## src/rtl/regbank_pkg.sv

```systemverilog
// Shared defaults, write-back delay range check and reset constant for the
// pipelined register bank.
package regbank_pkg;

    localparam int DEF_DATA_W   = 8;
    localparam int DEF_ADDR_W   = 3;
    localparam int WB_DELAY_MIN = 0;
    localparam int WB_DELAY_MAX = 3;

    localparam logic [63:0] ZERO_WORD = '0;

    function automatic bit wbDelayLegal(input int delay);
        return (delay >= WB_DELAY_MIN) && (delay <= WB_DELAY_MAX);
    endfunction

endpackage

```

## src/rtl/regbank_wb_delay.sv

```systemverilog
// {valid, addr} shift pipeline that delays a write-back request by WB_DELAY
// edges; WB_DELAY=0 is a straight pass-through.
module regbank_wb_delay
    import regbank_pkg::*;
#(
    parameter int ADDR_W   = DEF_ADDR_W,
    parameter int WB_DELAY = 1
) (
    input  logic              i_CLK,
    input  logic              i_RST_N,
    input  logic              i_WriteBack,
    input  logic [ADDR_W-1:0] i_AddrRegDest,
    output logic              o_CommitValid,
    output logic [ADDR_W-1:0] o_CommitAddr,
    output logic              o_WritePending
);

    if (!wbDelayLegal(WB_DELAY)) begin : gBadDelay
        $error("regbank_wb_delay: WB_DELAY=%0d outside legal range", WB_DELAY);
    end

    if (WB_DELAY == 0) begin : gPassThrough
        logic unusedInputs;
        assign unusedInputs   = i_CLK ^ i_RST_N;
        assign o_CommitValid  = i_WriteBack;
        assign o_CommitAddr   = i_AddrRegDest;
        assign o_WritePending = 1'b0;
    end else begin : gPipe
        logic [WB_DELAY-1:0] validStage;
        logic [ADDR_W-1:0]   addrStage [WB_DELAY];
        logic                pendingReg;

        // Pending is a registered OR of the stages: it rises the edge after
        // capture and falls the edge after the final commit.
        always_ff @(posedge i_CLK or negedge i_RST_N) begin
            if (!i_RST_N) begin
                validStage <= '0;
                pendingReg <= 1'b0;
                for (int i = 0; i < WB_DELAY; i++) begin
                    addrStage[i] <= '0;
                end
            end else begin
                validStage[0] <= i_WriteBack;
                addrStage[0]  <= i_AddrRegDest;
                for (int i = 1; i < WB_DELAY; i++) begin
                    validStage[i] <= validStage[i-1];
                    addrStage[i]  <= addrStage[i-1];
                end
                pendingReg <= |validStage;
            end
        end

        assign o_CommitValid  = validStage[WB_DELAY-1];
        assign o_CommitAddr   = addrStage[WB_DELAY-1];
        assign o_WritePending = pendingReg;
    end

endmodule

```

## src/rtl/regbank_pipelined.sv

```systemverilog
// 2-read / 1-write register bank with registered reads, delayed write-back
// commit, optional write-to-read bypass and optional hard-wired zero register.
module regbank_pipelined
    import regbank_pkg::*;
#(
    parameter int DATA_W   = DEF_DATA_W,
    parameter int ADDR_W   = DEF_ADDR_W,
    parameter int WB_DELAY = 1,
    parameter bit BYPASS   = 1'b1,
    parameter bit ZERO_REG = 1'b0
) (
    input  logic              i_CLK,
    input  logic              i_RST_N,
    input  logic [ADDR_W-1:0] i_AddrReg1,
    input  logic [ADDR_W-1:0] i_AddrReg2,
    input  logic              i_ReadEn,
    input  logic [ADDR_W-1:0] i_AddrRegDest,
    input  logic              i_WriteBack,
    input  logic [DATA_W-1:0] i_WriteData,
    output logic [DATA_W-1:0] o_Data1,
    output logic [DATA_W-1:0] o_Data2,
    output logic [DATA_W-1:0] o_RegShowing1,
    output logic [DATA_W-1:0] o_RegShowing2,
    output logic              o_WritePending
);

    localparam int DEPTH = 2**ADDR_W;

    logic [DATA_W-1:0]         regArray [DEPTH];
    logic                      commitValid;
    logic [ADDR_W-1:0]         commitAddr;
    logic                      commitEn;
    logic [1:0][ADDR_W-1:0]    readAddr;

    regbank_wb_delay #(
        .ADDR_W   (ADDR_W),
        .WB_DELAY (WB_DELAY)
    ) uWbDelay (
        .i_CLK          (i_CLK),
        .i_RST_N        (i_RST_N),
        .i_WriteBack    (i_WriteBack),
        .i_AddrRegDest  (i_AddrRegDest),
        .o_CommitValid  (commitValid),
        .o_CommitAddr   (commitAddr),
        .o_WritePending (o_WritePending)
    );

    assign commitEn = commitValid && !(ZERO_REG && (commitAddr == '0));

    // Storage is flop-based: it needs a true reset and asynchronous debug reads.
    always_ff @(posedge i_CLK or negedge i_RST_N) begin
        if (!i_RST_N) begin
            for (int i = 0; i < DEPTH; i++) begin
                regArray[i] <= DATA_W'(ZERO_WORD);
            end
        end else if (commitEn) begin
            regArray[commitAddr] <= i_WriteData;
        end
    end

    assign readAddr = {i_AddrReg2, i_AddrReg1};

    for (genvar gi = 0; gi < 2; gi++) begin : gReadPort
        logic              isZero;
        logic              bypassHit;
        logic [DATA_W-1:0] showData;
        logic [DATA_W-1:0] nextData;
        logic [DATA_W-1:0] dataReg;

        assign isZero    = ZERO_REG && (readAddr[gi] == '0);
        assign showData  = isZero ? DATA_W'(ZERO_WORD) : regArray[readAddr[gi]];
        assign bypassHit = BYPASS && commitEn && (commitAddr == readAddr[gi]);
        assign nextData  = bypassHit ? i_WriteData : showData;

        always_ff @(posedge i_CLK or negedge i_RST_N) begin
            if (!i_RST_N) begin
                dataReg <= DATA_W'(ZERO_WORD);
            end else if (i_ReadEn) begin
                dataReg <= nextData;
            end
        end
    end

    assign o_Data1       = gReadPort[0].dataReg;
    assign o_Data2       = gReadPort[1].dataReg;
    assign o_RegShowing1 = gReadPort[0].showData;
    assign o_RegShowing2 = gReadPort[1].showData;

endmodule

```

## config.mk

```make
export PLATFORM = sky130hd
export DESIGN_NAME = regbank_pipelined
export DESIGN_NICKNAME = d
export VERILOG_FILES = /design/src/rtl/regbank_pkg.sv /design/src/rtl/regbank_wb_delay.sv /design/src/rtl/regbank_pipelined.sv
export SDC_FILE = /design/constraint.sdc
export NUM_CORES = 1
export LEC_CHECK = 0
export CORE_MARGIN = 1
export CORE_UTILIZATION = 45
export CTS_CLUSTER_SIZE = 25
export DETAILED_ROUTE_END_ITERATION = 8
export PLACE_DENSITY = 0.75
export REMOVE_ABC_BUFFERS = 1
export SYNTH_ARGS = -nofsm -noshare
export SYNTH_HDL_FRONTEND = slang
export SYNTH_SLANG_ARGS = --single-unit
```

## constraint.sdc

```tcl
create_clock -name i_CLK -period 1.7 [get_ports i_CLK]
set_clock_uncertainty 0.15 [all_clocks]
set_input_delay 0.17 -clock i_CLK [delete_from_list [all_inputs] [get_ports i_CLK]]
set_output_delay 0.17 -clock i_CLK [all_outputs]
set_load 0.03 [all_outputs]
```

[Yosys cells after proc, flatten, opt, wreduce, memory -nomap -nowiden]
Cells that the tools add are included.
Word-level totals
  bits in registers: 85
  bits in latches: 0
  memory bits (writable): 0
  ROM bits: 0
  output and inout bits: 33
  logic and storage cells: 36
  memories kept: 0
Cells by class
  add/subtract/negate cells: 0
  multipliers: 0
  div/mod/pow operators: 0
  magnitude comparators: 4
  eq/ne operators: 2
  shifts and indexed selects: 0
  mux-type cells: 11
  bitwise logic cells: 3
  reduce and logical (&&, ||, !) cells: 3
Operators by type and width (count)
  $bwmux 64: 1
  $mux 8: 7
  $bmux 8 s3: 2
  $demux 8 s3: 1
  $ge 4x4->1 const B: 3
  $not 3->4: 3
  $eq 3x3->1: 2
  $lt 4x1->1 const B: 1
  $logic_and 1x1->1: 3

[Longest topological paths before layout]
  depth after elaboration: 6
  mapped depth: 5

[By module]
From an unflattened synthesis, not the netlist that was laid out.
Second synthesis, totals
  cells, all modules: 362
  area total of the unflattened synthesis: 4530.6 µm²
By module, submodules not included
  regbank_pipelined: times used 1, cells an instance 357, area an instance 4405.5 µm²
  regbank_wb_delay: times used 1, cells an instance 5, area an instance 125.1 µm²

[Worst setup path after synthesis]
No wires, ideal clock.
  path kind: reg2reg
  from: reg uWbDelay.gPipe.addrStage (netlist bit uWbDelay.o_CommitAddr[0])
  to: reg regArray[40] (netlist name)
  setup time: 0.125 ns
  arrival time: 1.455 ns
  slack: -0.030 ns
  stages on the path, launching flop included: 5
  path buffers: 1
  period minus slack after synthesis: 1.730 ns
  cells stage by stage: dfrtp_1 > buf_2 > nand2b_4 > nor3b_2 > mux2_2
On the way
  word-level cells in the longest chain between the ends: 6
Ends and longest elaborated chain
  start: declaration: RTL line regbank_wb_delay.sv:30  | logic [ADDR_W-1:0] addrStage [WB_DELAY];
  start signal: indexed assignment: RTL line regbank_wb_delay.sv:47  | addrStage[i] <= addrStage[i-1];
  $not 3->4 (not written as such) (*): RTL line regbank_pipelined.sv:57  | regArray[commitAddr] <= i_WriteData;
  $ge 4x4->1 (not written as such) or $lt 4x1->1 (tied branches): RTL line regbank_pipelined.sv:57
  $logic_and 1x1->1 (not written as such): RTL line regbank_pipelined.sv:57
  $mux 8 (not written as such): RTL line regbank_pipelined.sv:57
  $demux 8 s3 (*): RTL line regbank_pipelined.sv:57
  $bwmux 64 (*): RTL line regbank_pipelined.sv:57
  end signal: indexed assignment: RTL line regbank_pipelined.sv:54  | regArray[i] <= DATA_W'(ZERO_WORD);
  end signal: indexed assignment: RTL line regbank_pipelined.sv:57
  end: declaration: RTL line regbank_pipelined.sv:29  | logic [DATA_W-1:0] regArray [DEPTH];
Mark *: on every way between the ends. The rest lies on a longest branch, timed or not.
A chain may end at the register's enable or synchronous reset.

[Final worst setup path]
  from: reg regArray[8] (netlist name)
  to: out o_RegShowing2[0]
On the way
  word-level cells in the longest chain between the ends: 3
Ends and longest elaborated chain
  $bmux 8 s3: RTL line regbank_pipelined.sv:71  | assign showData = isZero ? DATA_W'(ZERO_WORD) : regArray[readAddr[gi]];
  $mux 8 (not written as such) (2 in a row): RTL line regbank_pipelined.sv:71
  end: declaration: RTL line regbank_pipelined.sv:23  | output logic [DATA_W-1:0] o_RegShowing2,
No other way between the ends. The select of a mux whose other input is x is not followed.

==> metrics.yaml <==
p_int_w: 0.00425
critPathKind: "flip-flop to output pin"
peakVddDrop_mv: 0.478
power_frac_seq: 0.421
maxCapViolCount: 0
switching_power_w: 0.00235
port_buffers: 53
syn_inst: 362
total_power_w: 0.00660
first_global_vias: 3435
antenna_found_initial: 0
min-delay-start: "i_AddrRegDest[2]"
rr_startpoint: "uWbDelay.o_CommitAddr[2]"
yosysTopAreaCellShare: 0.469
firstDrtPassIters: 4
period_needed_ns: 1.89
vias: 3355
grt_remaining_overflow: 0
dp.cells: 568
wirelength_mm: 12.2
setup_viol: 45
drive_above_1_share: 0.415
violations: "setup timing"
clock_path_buffers: 2
path_clk_slew_ns: 0.10
yosysWarnings: 0
yosysSeqAreaShare: 0.469
clock_latency_ns: 0.36
final_antenna_net_count: 0
grt_pass1_wl_mm: 18.6
h-tree-depth: 3
setup_slack_ns: -0.194
grt_max_degree: 41
crit_fanout: 3
min_path_type: "input port to flip-flop"
ys_ff_latch: 85
p_clk_frac: 0.201
grt_setup_unrepaired: "yes"
fin_tns_setup_ns: -2.99
n_antenna_cell: 0
first_iter_violations: 111
p_per_area_nw_per_um2: 1090
finalMaxSlewViolations: 0
hold_viol_final: 0
core_area_um2: 9770
syn_to_final_growth_pct: 33.2
stdcell_count: 612
worstPathRequired_ns: 1.38
initial_core_util: 0.464
cts_buffers: 9
drc: 0
critPathLaunchType: "flip-flop"
layout_commonest_cell: "dfrtp_1"
yosysUniqueCellTypes: 24
min_path_cells: 1
outcome: "finished, violations left"
finalCritPeriodShare: 1.11
synth.avg_cell_area_um2: 12.5
syn_area_um2: 4530
hpwl_mm: 8.21
cellLeakagePower_nw: 2.86
sw_frac_of_total: 0.356
ios: 54
startpoint: "regArray[8]"
tightest_slew_ns: 0.385
grt_use_total: 0.244
fin_nets: 495
fin_util: 0.617
yosys.area.top_type: "dfrtp_1"
die_area_um2: 10500
pre_cts_slack_ns: -0.399
vias_per_cell: 5.48
max_freq_mhz: 528
dieHeight_um: 102
final_cell_mix: "83 x dfrtp_1, 64 x mux2i_1, 57 x buf_4, 33 x nand2_1, 32 x o21ai_0"
row_count: 36
synthTopCellsByArea: "dfrtp_1 47%, mux2i_1 14%, mux2_2 8.0%"
reg2regPathDepth: 3
slew_headroom: 0.744
worstPathArrival_ns: 1.57
wl_per_cell_um: 19.9
crit_path_end_kind: "output pin"
tritoncts: "yes"
die_x_um: 102
p_comb_frac: 0.378
cts.sinks: 85
place_congestion: 0.835
root_buffer: "clkbuf_8"
## critical path, cell delays in order (launching register included)
cell and delay, ns:
dfrtp_1 0.38, mux2i_1 0.10, mux4_2 0.53, inv_2 0.08, buf_6 0.12
## cells in the mapped netlist, drive strengths merged
master and instances:
dfrtp 85, mux2i 64, nand2 33, mux2 32, o21ai 32, inv 25
buf 17, nand2b 17, mux4 16, o221ai 16, clkbuf 6, xor2 6
nand4b 3, nor3 2, nor3b 2, o41ai 2, or4b 2, and2 1
nand4 1
## layer usage
metal,part of all wire,track usage,vias to the layer above
met2,0.50,0.384,100
met1,0.42,0.337,1708
met5,0,0,-
li1,-,-,1524
met4,0.018,0.100,0
met3,0.061,0.0417,23
## per-stage QoR
step                      hold WS, ns  area (um^2)
after CTS                      0.0847         5800
after detailed placement      -0.0334         5350
after floorplan                -0.276         4350
after global placement        -0.0412         5350
after global routing           0.0885         6030
final                          0.0954         6030
## layout make-up
type	instances	area, um^2
Clock buffer	9	124
Sequential cell	85	2130
Multi-Input combinational cell	229	2340
Timing Repair Buffer	124	1130
Inverter	25	93.8
Tap cell	133	166
Clock inverter	7	50.0
Fill cell	751	3740
## kinds of logic (layout without fill, tap and decap cells)
kind of cell    Yosys count  in the layout  synth area share
compound gates           50             50            0.0784
xor+xnor                  6              6            0.0133
buf+inv                  48            165            0.0613
flops                    85             85             0.469
mux                     112            112             0.300
simple gates             61             61            0.0771
## state kept, by name (all words and copies together) (netlist names)
| name | cells |
|---|---|
| o_Data1 | 8 |
| uWbDelay.o_CommitAddr | 3 |
| uWbDelay.o_WritePending | 1 |
| regArray | 64 |
| o_Data2 | 8 |
| uWbDelay.o_CommitValid | 1 |
## final timing paths
check | to | slack, ns
min reg2reg | uWbDelay.o_WritePending | 0.31
min in group asynchronous | regArray[54] | 0.12
max | o_RegShowing2[0] | -0.19
min | uWbDelay.o_CommitAddr[2] | 0.1
max in group asynchronous | uWbDelay.o_CommitAddr[2] | 0.65
max reg2reg | o_Data1[6] | -0.05
## power groups by stage
| stage | combinational, W | clock [W] | sequential, W |
|---|---|---|---|
| finish | 0.00249 | 0.00132 | 0.00278 |
| global route | 0.00267 | 0.00143 | 0.00283 |
| CTS | 0.00229 | 0.00133 | 0.00276 |
| detailed placement | 0.00207 | 0 | 0.00280 |
| global placement | 0.00202 | 0 | 0.00277 |
| floorplan | 0.00108 | 0 | 0.00291 |
## what timing repair did
action / 4_1_cts / 5_1_grt
gates resized for setup: 88 / 17
hold buffers: 1 / 0
endpoints found under the hold margin: 85 / 0
endpoints found under the setup margin: 64 / 65
setup buffers: 7 / 21
pin swaps: 18 / 5
Power figures use the tool's default switching activity.
